--- src/rtl/vga_timing_controller.sv ---
// Horizontal-sync sequencer and vertical line counter for the pong VGA display.
// Optional FrameCount output is enabled by defining VGA_FRAME_COUNT_EN.
module vga_timing_controller #(
   parameter int xresolution = 10,
   parameter int yresolution = 10,
   parameter int CLKDIV      = 2
) (
   input  logic                   clock,
   input  logic                   reset,
   input  logic                   Enable,
   input  logic                   ModeSelect,
   input  logic                   ModeLoad,
   input  logic                   LineEnd,
   output logic                   PixelClock,
   output logic                   HsyncReset,
   output logic [xresolution-1:0] SynchPulse,
   output logic [xresolution-1:0] FrontPorch,
   output logic [xresolution-1:0] ActiveVideo,
   output logic [xresolution-1:0] BackPorch,
   output logic                   vsync,
   output logic [yresolution-1:0] yposition,
   output logic                   FrameEnd,
   output logic                   ModeActive,
   output logic                   Busy
`ifdef VGA_FRAME_COUNT_EN
   ,
   output logic [7:0]             FrameCount
`endif
);

   localparam int DIV_W = (CLKDIV > 1) ? $clog2(CLKDIV) : 1;
   localparam logic [DIV_W-1:0] DIV_LAST = DIV_W'(CLKDIV - 1);

   localparam logic [yresolution-1:0] VS_START0 = yresolution'(480 + 10);
   localparam logic [yresolution-1:0] VS_STOP0  = yresolution'(480 + 10 + 2);
   localparam logic [yresolution-1:0] VEND0     = yresolution'(480 + 10 + 2 + 33);
   localparam logic [yresolution-1:0] VS_START1 = yresolution'(8 + 1);
   localparam logic [yresolution-1:0] VS_STOP1  = yresolution'(8 + 1 + 2);
   localparam logic [yresolution-1:0] VEND1     = yresolution'(8 + 1 + 2 + 1);

   typedef enum logic [1:0] {IDLE, RUN, DRAIN} state_t;

   state_t                 state;
   state_t                 next_state;
   logic                   pend_mode;
   logic                   pend_flag;
   logic                   pend_seen;
   logic                   line_d;
   logic                   sw_pulse;
   logic [DIV_W-1:0]       div_cnt;
   logic                   apply_mode;
   logic                   restart_div;
   logic                   new_mode;
   logic                   running;
   logic                   line_edge;
   logic                   frame_wrap;
   logic [yresolution-1:0] vend;
   logic [yresolution-1:0] vs_start;
   logic [yresolution-1:0] vs_stop;
   logic [yresolution-1:0] y_next;

   function automatic logic in_sync(input logic [yresolution-1:0] y,
                                    input logic [yresolution-1:0] lo,
                                    input logic [yresolution-1:0] hi);
      return (y >= lo) && (y < hi);
   endfunction

   always_comb begin
      if (ModeActive) begin
         SynchPulse  = xresolution'(4);
         FrontPorch  = xresolution'(2);
         ActiveVideo = xresolution'(16);
         BackPorch   = xresolution'(2);
         vend        = VEND1;
         vs_start    = VS_START1;
         vs_stop     = VS_STOP1;
      end else begin
         SynchPulse  = xresolution'(96);
         FrontPorch  = xresolution'(16);
         ActiveVideo = xresolution'(640);
         BackPorch   = xresolution'(48);
         vend        = VEND0;
         vs_start    = VS_START0;
         vs_stop     = VS_STOP0;
      end
   end

   assign running    = (state != IDLE);
   assign line_edge  = LineEnd & ~line_d;
   assign frame_wrap = running && line_edge && (yposition == vend);
   assign y_next     = frame_wrap ? '0 : yposition + yresolution'(1);
   // A ModeLoad landing on the boundary clock wins over the older pending value.
   assign new_mode   = ModeLoad ? ModeSelect : pend_mode;
   assign Busy       = running;
   assign HsyncReset = (state == IDLE) | sw_pulse;

   always_ff @(posedge clock) begin
      if (reset) begin
         state <= IDLE;
      end else begin
         state <= next_state;
      end
   end

   always_comb begin
      next_state  = state;
      apply_mode  = 1'b0;
      restart_div = 1'b0;
      case (state)
         IDLE: begin
            if (Enable) begin
               next_state = RUN;
               apply_mode = 1'b1;
            end
         end
         RUN: begin
            if (!Enable || pend_flag) begin
               next_state = DRAIN;
            end
         end
         DRAIN: begin
            if (frame_wrap) begin
               if (!Enable) begin
                  next_state = IDLE;
               end else begin
                  next_state  = RUN;
                  apply_mode  = 1'b1;
                  restart_div = 1'b1;
               end
            end else if (Enable && !pend_flag && pend_seen) begin
               // Mode request was withdrawn before the boundary.
               next_state = RUN;
            end
         end
         default: next_state = IDLE;
      endcase
   end

   always_ff @(posedge clock) begin
      if (reset) begin
         ModeActive <= 1'b0;
         pend_mode  <= 1'b0;
         pend_flag  <= 1'b0;
         pend_seen  <= 1'b0;
         line_d     <= 1'b0;
         sw_pulse   <= 1'b0;
         div_cnt    <= '0;
         PixelClock <= 1'b0;
         yposition  <= '0;
         vsync      <= 1'b1;
         FrameEnd   <= 1'b0;
      end else begin
         line_d    <= LineEnd;
         FrameEnd  <= frame_wrap;
         sw_pulse  <= restart_div && (new_mode != ModeActive);
         pend_seen <= (next_state == DRAIN) && (pend_seen || pend_flag);

         if (apply_mode) begin
            ModeActive <= new_mode;
            pend_mode  <= new_mode;
            pend_flag  <= 1'b0;
         end else if (ModeLoad) begin
            pend_mode <= ModeSelect;
            pend_flag <= (ModeSelect != ModeActive);
         end

         if (!running || next_state == IDLE || restart_div) begin
            div_cnt    <= '0;
            PixelClock <= 1'b0;
         end else if (div_cnt == DIV_LAST) begin
            div_cnt    <= '0;
            PixelClock <= ~PixelClock;
         end else begin
            div_cnt <= div_cnt + DIV_W'(1);
         end

         if (!running || next_state == IDLE) begin
            yposition <= '0;
            vsync     <= 1'b1;
         end else if (line_edge) begin
            yposition <= y_next;
            vsync     <= ~in_sync(y_next, vs_start, vs_stop);
         end
      end
   end

`ifdef VGA_FRAME_COUNT_EN
   always_ff @(posedge clock) begin
      if (reset) begin
         FrameCount <= 8'd0;
      end else if (running && next_state == IDLE) begin
         FrameCount <= 8'd0;
      end else if (frame_wrap) begin
         FrameCount <= FrameCount + 8'd1;
      end
   end
`endif

endmodule

--- config.mk ---
export PLATFORM = sky130hd
export DESIGN_NAME = vga_timing_controller
export DESIGN_NICKNAME = d
export VERILOG_FILES = /design/src/rtl/vga_timing_controller.sv
export SDC_FILE = /design/constraint.sdc
export NUM_CORES = 1
export LEC_CHECK = 0
export ABC_AREA = 1
export BUFFER_PORTS_ARGS = -buffer_cell sky130_fd_sc_hd__buf_2
export CAP_MARGIN = 20
export CORE_ASPECT_RATIO = 2
export CORE_MARGIN = 2
export CORE_UTILIZATION = 35
export DETAILED_ROUTE_END_ITERATION = 8
export HOLD_SLACK_MARGIN = 0.03
export PLACE_DENSITY = 0.64
export SKIP_LAST_GASP = 1
export SYNTH_ARGS = -nofsm -noshare
export SYNTH_HDL_FRONTEND = slang
export SYNTH_SLANG_ARGS = --single-unit
--- constraint.sdc ---
create_clock -name clock -period 5.1 [get_ports clock]
set_input_delay 1.02 -clock clock [delete_from_list [all_inputs] [get_ports clock]]
set_output_delay 1.02 -clock clock [all_outputs]
set_load 0.02 [all_outputs]
==> metrics.md, run 1 <==
| Metric | Value |
|---|---|
| Outcome | `finished clean` |
| Max Clock Freq | `0.3613 GHz` |
| Clk buf depth | `2` |
| PwrDens | `approximately 230 mW/mm^2` |
| Vias per inst | `roughly 4.5` |
| Fin. Hold Viols | `0` |
| Grt ovf | `0` |
| Met2 Use GR | `25.52%` |
| Largest net degree at the start of global routing | `21` |
| Clock Sinks | `22` |
| Number of synthesized flops with an enable pin | `0` |
| R2R setup slack | `2.62 ns` |
| # hold bufs at CTS | `0` |
| Endpoints failing setup | `0` |
| Slew @ Worst Pin | `0.5957 ns` |
| Starting density of the core | `35.90%` |
| Data arrival time of the worst path | `2.93 ns` |
| Maximum vdd drop | `0.1227 mV` |
| CP max-delay cell | `ha_1` |
| Total power | `408.3 uW` |
| Layout overhead on the synthesized area | `4.411%` |
| HP Class | `reg -> reg` |
| Post-Syn Instances | `246` |
| First-pass GRT wire length | `5.678 mm` |
| Core footprint | `0.004820 mm^2` |
| Row count | `36` |
| Synthesized flop and latch total | `22` |
| Tmin final | `2.768 ns` |
| GR peak layer | `met2` |
| DP Cell Count | `322` |
| Main flop type after synthesis | `dfxtp_1` |
| Sequential area share after synthesis | `25.45%` |
| Num CTS Buffers | `3` |
| Slew Viols, Final | `0` |
| Nets@finish | `approximately 290` |
| Synth top area cells | `dfxtp_1 25%, buf_4 17%, nand2_1 8.7%` |
| WL/cell | `10.94 um` |
| CP bufs+invs | `5` |
| Clock Tree Root | `clkbuf_8` |
| CP Max Fanout | `20` |
| CTS tree | `yes` |
| Critical Path, Cell by Cell | `buf_2 -> inv_1 -> nor2_1 -> buf_4 -> nand2_2 -> nor2_4 -> nand3_4 -> nand2_1 -> inv_1 -> ha_1 -> inv_1 -> nor2_1 -> o21ai_0 -> nand4_1 -> nor2_1 -> nand3_1 -> nand2_1 -> nand3_1` |
| Post-Route WL | `approximately 3.6 mm` |
| Clk_skew | `0.01096 ns` |
| Number of antenna violations at the first check in global routing | `0` |
| Total Neg Setup Slack | `0 ns` |
| Diode count | `0` |
| Share of the core filled with cells | `a little under two fifths` |
| Async SR Flop Fraction | `0%` |
| Post-CTS Setup Inserts | `0` |
| Max stage delay on crit path | `roughly 0.27 ns` |
| Synthesized cell area | `0.001730 mm^2` |
| Avg Inst Size Synth | `7.034 um^2` |
| Detailed placement HPWL | `2.903 mm` |
| M3 GR Usage | `2.586%` |
| Max_cap viols | `0` |
| Synth warnings | `0` |
| Gpl congestion | `just over 0.8` |
| Slew HR | `approximately 60%` |
| Share of cells above drive strength 1 | `a little over a quarter` |
| GRT Total Usage | `roughly 14%` |
| Ports | `62` |
| Crit. End Element | `flip-flop` |
| Residual DRC | `0` |
| Die height | `~100 um` |
| Synth top cells by count | `40 x buf_4, 40 x nand2_1, 29 x inv_1` |
| Reg clk slew, reported paths | `0.08 ns` |
| CP Data Required Time | `5.26 ns` |
| Startpoint class of the critical path | `input port` |
| M1 GR Usage | `14.01%` |
| Number of global-route vias before repair | `roughly 1300` |
| Post-CTS resize count | `0` |
| Final cycle utilization of the critical path | `54.27%` |
| Via Count | `1463` |
| Clk_lat worst skew | `0.26 ns` |
| Cell variety after synth | `36` |
| Count of input and output buffers | `32` |
| Unrepaired setup endpoints after global routing | `no` |
| Post-synth top area cell | `dfxtp_1` |
| Initial detailed-routing violation count | `25` |
| Yosys top cell area share | `25.45%` |
| Kind of critical path | `in -> reg` |
| Critical path's top delay family | `simple AND/OR/NAND/NOR gates` |
| Leak | `0.9675 nW` |
| H-Tree Level Count | `1` |
| Routed Antenna Nets | `0` |
| Post-Layout Cell Count | `325` |
| Die ar. | `0.005557 mm^2` |
| Die width | `53.72 um` |
| DR pass1 iterations | `4` |
[final cells by class]
type                            instances  area (um^2)
Fill cell                             527         3013
Inverter                               34        127.6
Tap cell                               57        71.32
Multi-Input combinational cell        176        958.4
Clock buffer                            3        41.29
Sequential cell                        22        440.4
Timing Repair Buffer                   33        167.7
[power by group]
part	internal, mW	leakage, nW	switching (mW)
logic	0.0318	0.767	0.0825
registers	0.178	0.179	0.00896
clock network	0.0527	0.0216	0.0546
total	0.262	0.968	0.146
[logic make-up (layout without fill, tap and decap cells)]
logic type / after synthesis / count (layout) / share of synthesized area [%]
simple gates: 113 / 113 / 33.41
buf+inv: 76 / 70 / 25.23
compound gates: 23 / 23 / 8.171
flops: 22 / 22 / 25.45
fa+ha+maj: 9 / 9 / 6.508
xor+xnor: 2 / 2 / 1.012
other cells: 1 / 29 / 0.2167
[flip-flops by register name, indices dropped and copies added (netlist names)]
signal      count
line_d          1
vsync           1
sw_pulse        1
pend_flag       1
PixelClock      1
div_cnt         1
pend_seen       1
yposition      10
FrameEnd        1
ModeActive      1
state           2
pend_mode       1
[layout by cell type (no fill, tap or decap), drive strengths merged]
cell    instances
o211ai          1
nor4            1
buf            33
nor3            4
xnor2           1
xor2            1
a21boi          1
nand2          49
dfxtp          22
o21bai          1
or2             2
conb           29
o22ai           1
clkbuf          3
nand4           3
ha              9
a21oi           5
nor2           41
a211oi          1
nand3          13
o21ai          13
inv            34
[path summary, 6_finish.rpt]
check | end | startpoint | cells past startpoint
worst max-delay path | vsync$_SDFFE_PP1N_ | LineEnd | 18
worst max register to register | vsync$_SDFFE_PP1N_ | ModeActive$_SDFFE_PP0P_ | 15
worst min-delay path | div_cnt$_SDFF_PP0_ | div_cnt$_SDFF_PP0_ | 1
worst min register to register | div_cnt$_SDFF_PP0_ | div_cnt$_SDFF_PP0_ | 1
[stage by stage]
stage	worst slack, ns	hold slack (ns)	area, um^2
5_1_grt	2.084	0.4699	1807
2_1_floorplan	2.506	0.4099	1836
4_1_cts	2.324	0.4378	1807
6_report	2.332	0.4339	1807
3_3_place_gp	2.146	0.4203	1765
3_5_place_dp	2.045	0.4273	1765
[metal layers]
metal	routed length (um)	vias up
met3	210	10
met2	1919	58
met1	1317	650
li1	-	745
met5	0	-
met4	108	0
Note: power is estimated with default switching activity, not from simulation.
==> inputs of run 2 (changes only) <==
==> constraint.sdc (replaced) <==
create_clock -name clock -period 2.66 [get_ports clock]
set_input_delay 0.532 -clock clock [delete_from_list [all_inputs] [get_ports clock]]
set_output_delay 0.532 -clock clock [all_outputs]
set_load 0.02 [all_outputs]
==> run 2 against run 1 <==
  * Cell area is 2.9% higher
  * Largest cell class unchanged
  * Via count is 1.1% lower
  * Combinational power is 96% higher
==> metrics.md, run 2 (same netlist as run 1, synthesis figures left out) <==
| Metric | Value |
|---|---|
| WL/cell | `10.27 um (was 10.94 um)` |
| Clk_skew | `0.009108 ns (was 0.01096 ns)` |
| DP Cell Count | `325 (was 322)` |
| Die width | `53.72 um (unchanged)` |
| Data arrival time of the worst path | `2.42 ns (was 2.93 ns)` |
| Slew HR | `64.82% (was 60.23%)` |
| Total power | `891.2 uW (was 408.3 uW)` |
| Die ar. | `0.005557 mm^2 (unchanged)` |
| Layout overhead on the synthesized area | `7.447% (was 4.411%)` |
| First-pass GRT wire length | `5.520 mm (was 5.678 mm)` |
| Most frequent cells in the layout | `40 x nand2_1, 32 x buf_2, 29 x inv_1, 29 x conb_1, 28 x nor2_1 (unchanged)` |
| Detailed placement HPWL | `2.810 mm (was 2.903 mm)` |
| Endpoints failing setup | `0 (unchanged)` |
| Max Clock Freq | `0.4427 GHz` |
| Leak | `0.9964 nW (was 0.9675 nW)` |
| Nets@finish | `288 (was 285)` |
| Routed Antenna Nets | `0 (unchanged)` |
| Ports | `62 (unchanged)` |
| R2R setup slack | `0.40 ns (was 2.62 ns)` |
| PwrDens | `479.3 mW/mm^2 (was 226.0 mW/mm^2)` |
| Count of input and output buffers | `32 (unchanged)` |
| Row count | `36 (unchanged)` |
| Post-Route WL | `3.379 mm (was 3.556 mm)` |
| DR pass1 iterations | `4 (unchanged)` |
| Fillers | `522 (was 527)` |
| Slew @ Worst Pin | `0.5257 ns (was 0.5957 ns)` |
| GRT Total Usage | `13.32% (was 13.88%)` |
| Share of cells above drive strength 1 | `27.21% (was 26.12%)` |
| Clk_lat worst skew | `0.26 ns (about the same)` |
| Residual DRC | `0 (unchanged)` |
| Comb power frac | `25.1% (was 28.0%)` |
| Largest Register | `yposition (unchanged)` |
| Num CTS Buffers | `3 (unchanged)` |
| H-Tree Level Count | `1 (unchanged)` |
| Post-Place Setup Slack | `0.3850 ns (was 2.045 ns)` |
| Unrepaired setup endpoints after global routing | `no (unchanged)` |
| Via Count | `1447 (was 1463)` |
| Largest net degree at the start of global routing | `20 (was 21)` |
| CTS tree | `yes (unchanged)` |
| Tmin final | `2.259 ns` |
| CP Max Fanout | `5 (was 20)` |
| Clk buf depth | `2 (unchanged)` |
| Post-CTS resize count | `0 (unchanged)` |
| Post-CTS Setup Inserts | `0 (unchanged)` |
| Number of global-route vias before repair | `1229 (was 1308)` |
| Clock Sinks | `22 (unchanged)` |
| Starting density of the core | `35.90% (unchanged)` |
| Gpl congestion | `0.8224 (was 0.8293)` |
| Post-Layout Cell Count | `329 (was 325)` |
| Fin. Hold Viols | `0 (unchanged)` |
| Regs by FF count | `yposition: 10 flops, state: 2 flops (unchanged)` |
| Outcome | `finished clean (unchanged)` |
| Sequential share of power | `39.7% (was 45.7%)` |
| Reg clk slew, reported paths | `0.09 ns (was 0.08 ns)` |
| Total Neg Setup Slack | `0 ns (unchanged)` |
| Die height | `103.4 um (unchanged)` |
| Grt ovf | `0 (unchanged)` |
| Slew Viols, Final | `0 (unchanged)` |
| Number of antenna violations at the first check in global routing | `0 (unchanged)` |
| Initial detailed-routing violation count | `16 (was 25)` |
| Final setup margin | `0.4013 ns (was 2.332 ns)` |
| Startpoint class of the critical path | `flip-flop (was input port)` |
| P_int | `604.9 uW (was 262.2 uW)` |
| Core footprint | `0.004820 mm^2 (unchanged)` |
| CP Data Required Time | `2.82 ns (was 5.26 ns)` |
| Kind of critical path | `reg -> reg (was in -> reg)` |
| Final cycle utilization of the critical path | `84.91%` |
| HP Class | `reg -> reg (unchanged)` |
| Clk network pwr share | `35.2% (was 26.3%)` |
| Max_cap viols | `0 (unchanged)` |
| Sw power | `286.3 uW (was 146.1 uW)` |
| Clock Tree Root | `clkbuf_8 (unchanged)` |
| Final hold slack | `0.4328 ns (was 0.4339 ns)` |
| Largest register FFs | `10 (unchanged)` |
| Vias per inst | `4.398 (was 4.502)` |
| Crit. End Element | `flip-flop (unchanged)` |
| Maximum vdd drop | `0.2749 mV (was 0.1227 mV)` |
| Most common cell after layout, fill and taps aside | `nand2_1 (unchanged)` |
| # hold bufs at CTS | `0 (unchanged)` |
| Net Sw Frac | `32.12% (was 35.78%)` |
| Diode count | `0 (unchanged)` |
## run 2: cell type report
cell class	count	area [um^2]	area share, %
Tap cell	57	71.32	3.836
Sequential cell	22	440.4	23.69
Inverter	34	127.6	6.864
Clock buffer	3	41.29	2.221
Multi-Input combinational cell	176	958.4	51.55
Clock inverter	1	30.03	1.615
Timing Repair Buffer	36	190.2	10.23
## run 2: metrics by stage
stage	cell area [um^2]	utilization, %
finish	1859	38.58
global route	1859	38.58
CTS	1859	38.58
detailed placement	1788	37.10
global placement	1788	37.10
floorplan	1836	-
## run 2: power by group through the flow
stage	Sequential [mW]	Combinational (mW)	Clock, mW
after global placement	0.362	0.225	0
after detailed placement	0.362	0.226	0
final	0.354	0.224	0.313
after CTS	0.354	0.227	0.322
after floorplan	0.367	0.221	0
after global routing	0.357	0.249	0.335
## run 2: routing by layer
| metal | wire length (um) | global-route usage [%] | part of all wire (%) | vias to the layer above |
|---|---|---|---|---|
| met5 | 0 | 0 | 0 | - |
| met4 | 124 | 6.312 | 3.7 | 0 |
| met3 | 168 | 1.437 | 5.0 | 10 |
| met2 | 1813 | 24.30 | 54 | 49 |
| met1 | 1272 | 14.55 | 38 | 636 |
| li1 | - | - | - | 752 |
## run 2: worst paths after layout
check	from	end	cells after the start
max reg2reg	yposition[1]$_SDFFE_PP0N_	vsync$_SDFFE_PP1N_	16
min reg2reg	div_cnt$_SDFF_PP0_	div_cnt$_SDFF_PP0_	1
max	yposition[1]$_SDFFE_PP0N_	vsync$_SDFFE_PP1N_	16
min	div_cnt$_SDFF_PP0_	div_cnt$_SDFF_PP0_	1
## run 2: worst max-delay path, stage by stage, from the launching register on
cell and delay, ns:
dfxtp_1 0.41, ha_1 0.20, nand2_1 0.07, inv_1 0.09, nand3_1 0.11, or2_1 0.27
nor2_1 0.10, nand2_1 0.05, nand2_1 0.08, inv_1 0.05, ha_1 0.16, nor3_1 0.17
nand4_1 0.11, nor2_1 0.11, nand3_1 0.07, nand2_1 0.06, nand3_1 0.07
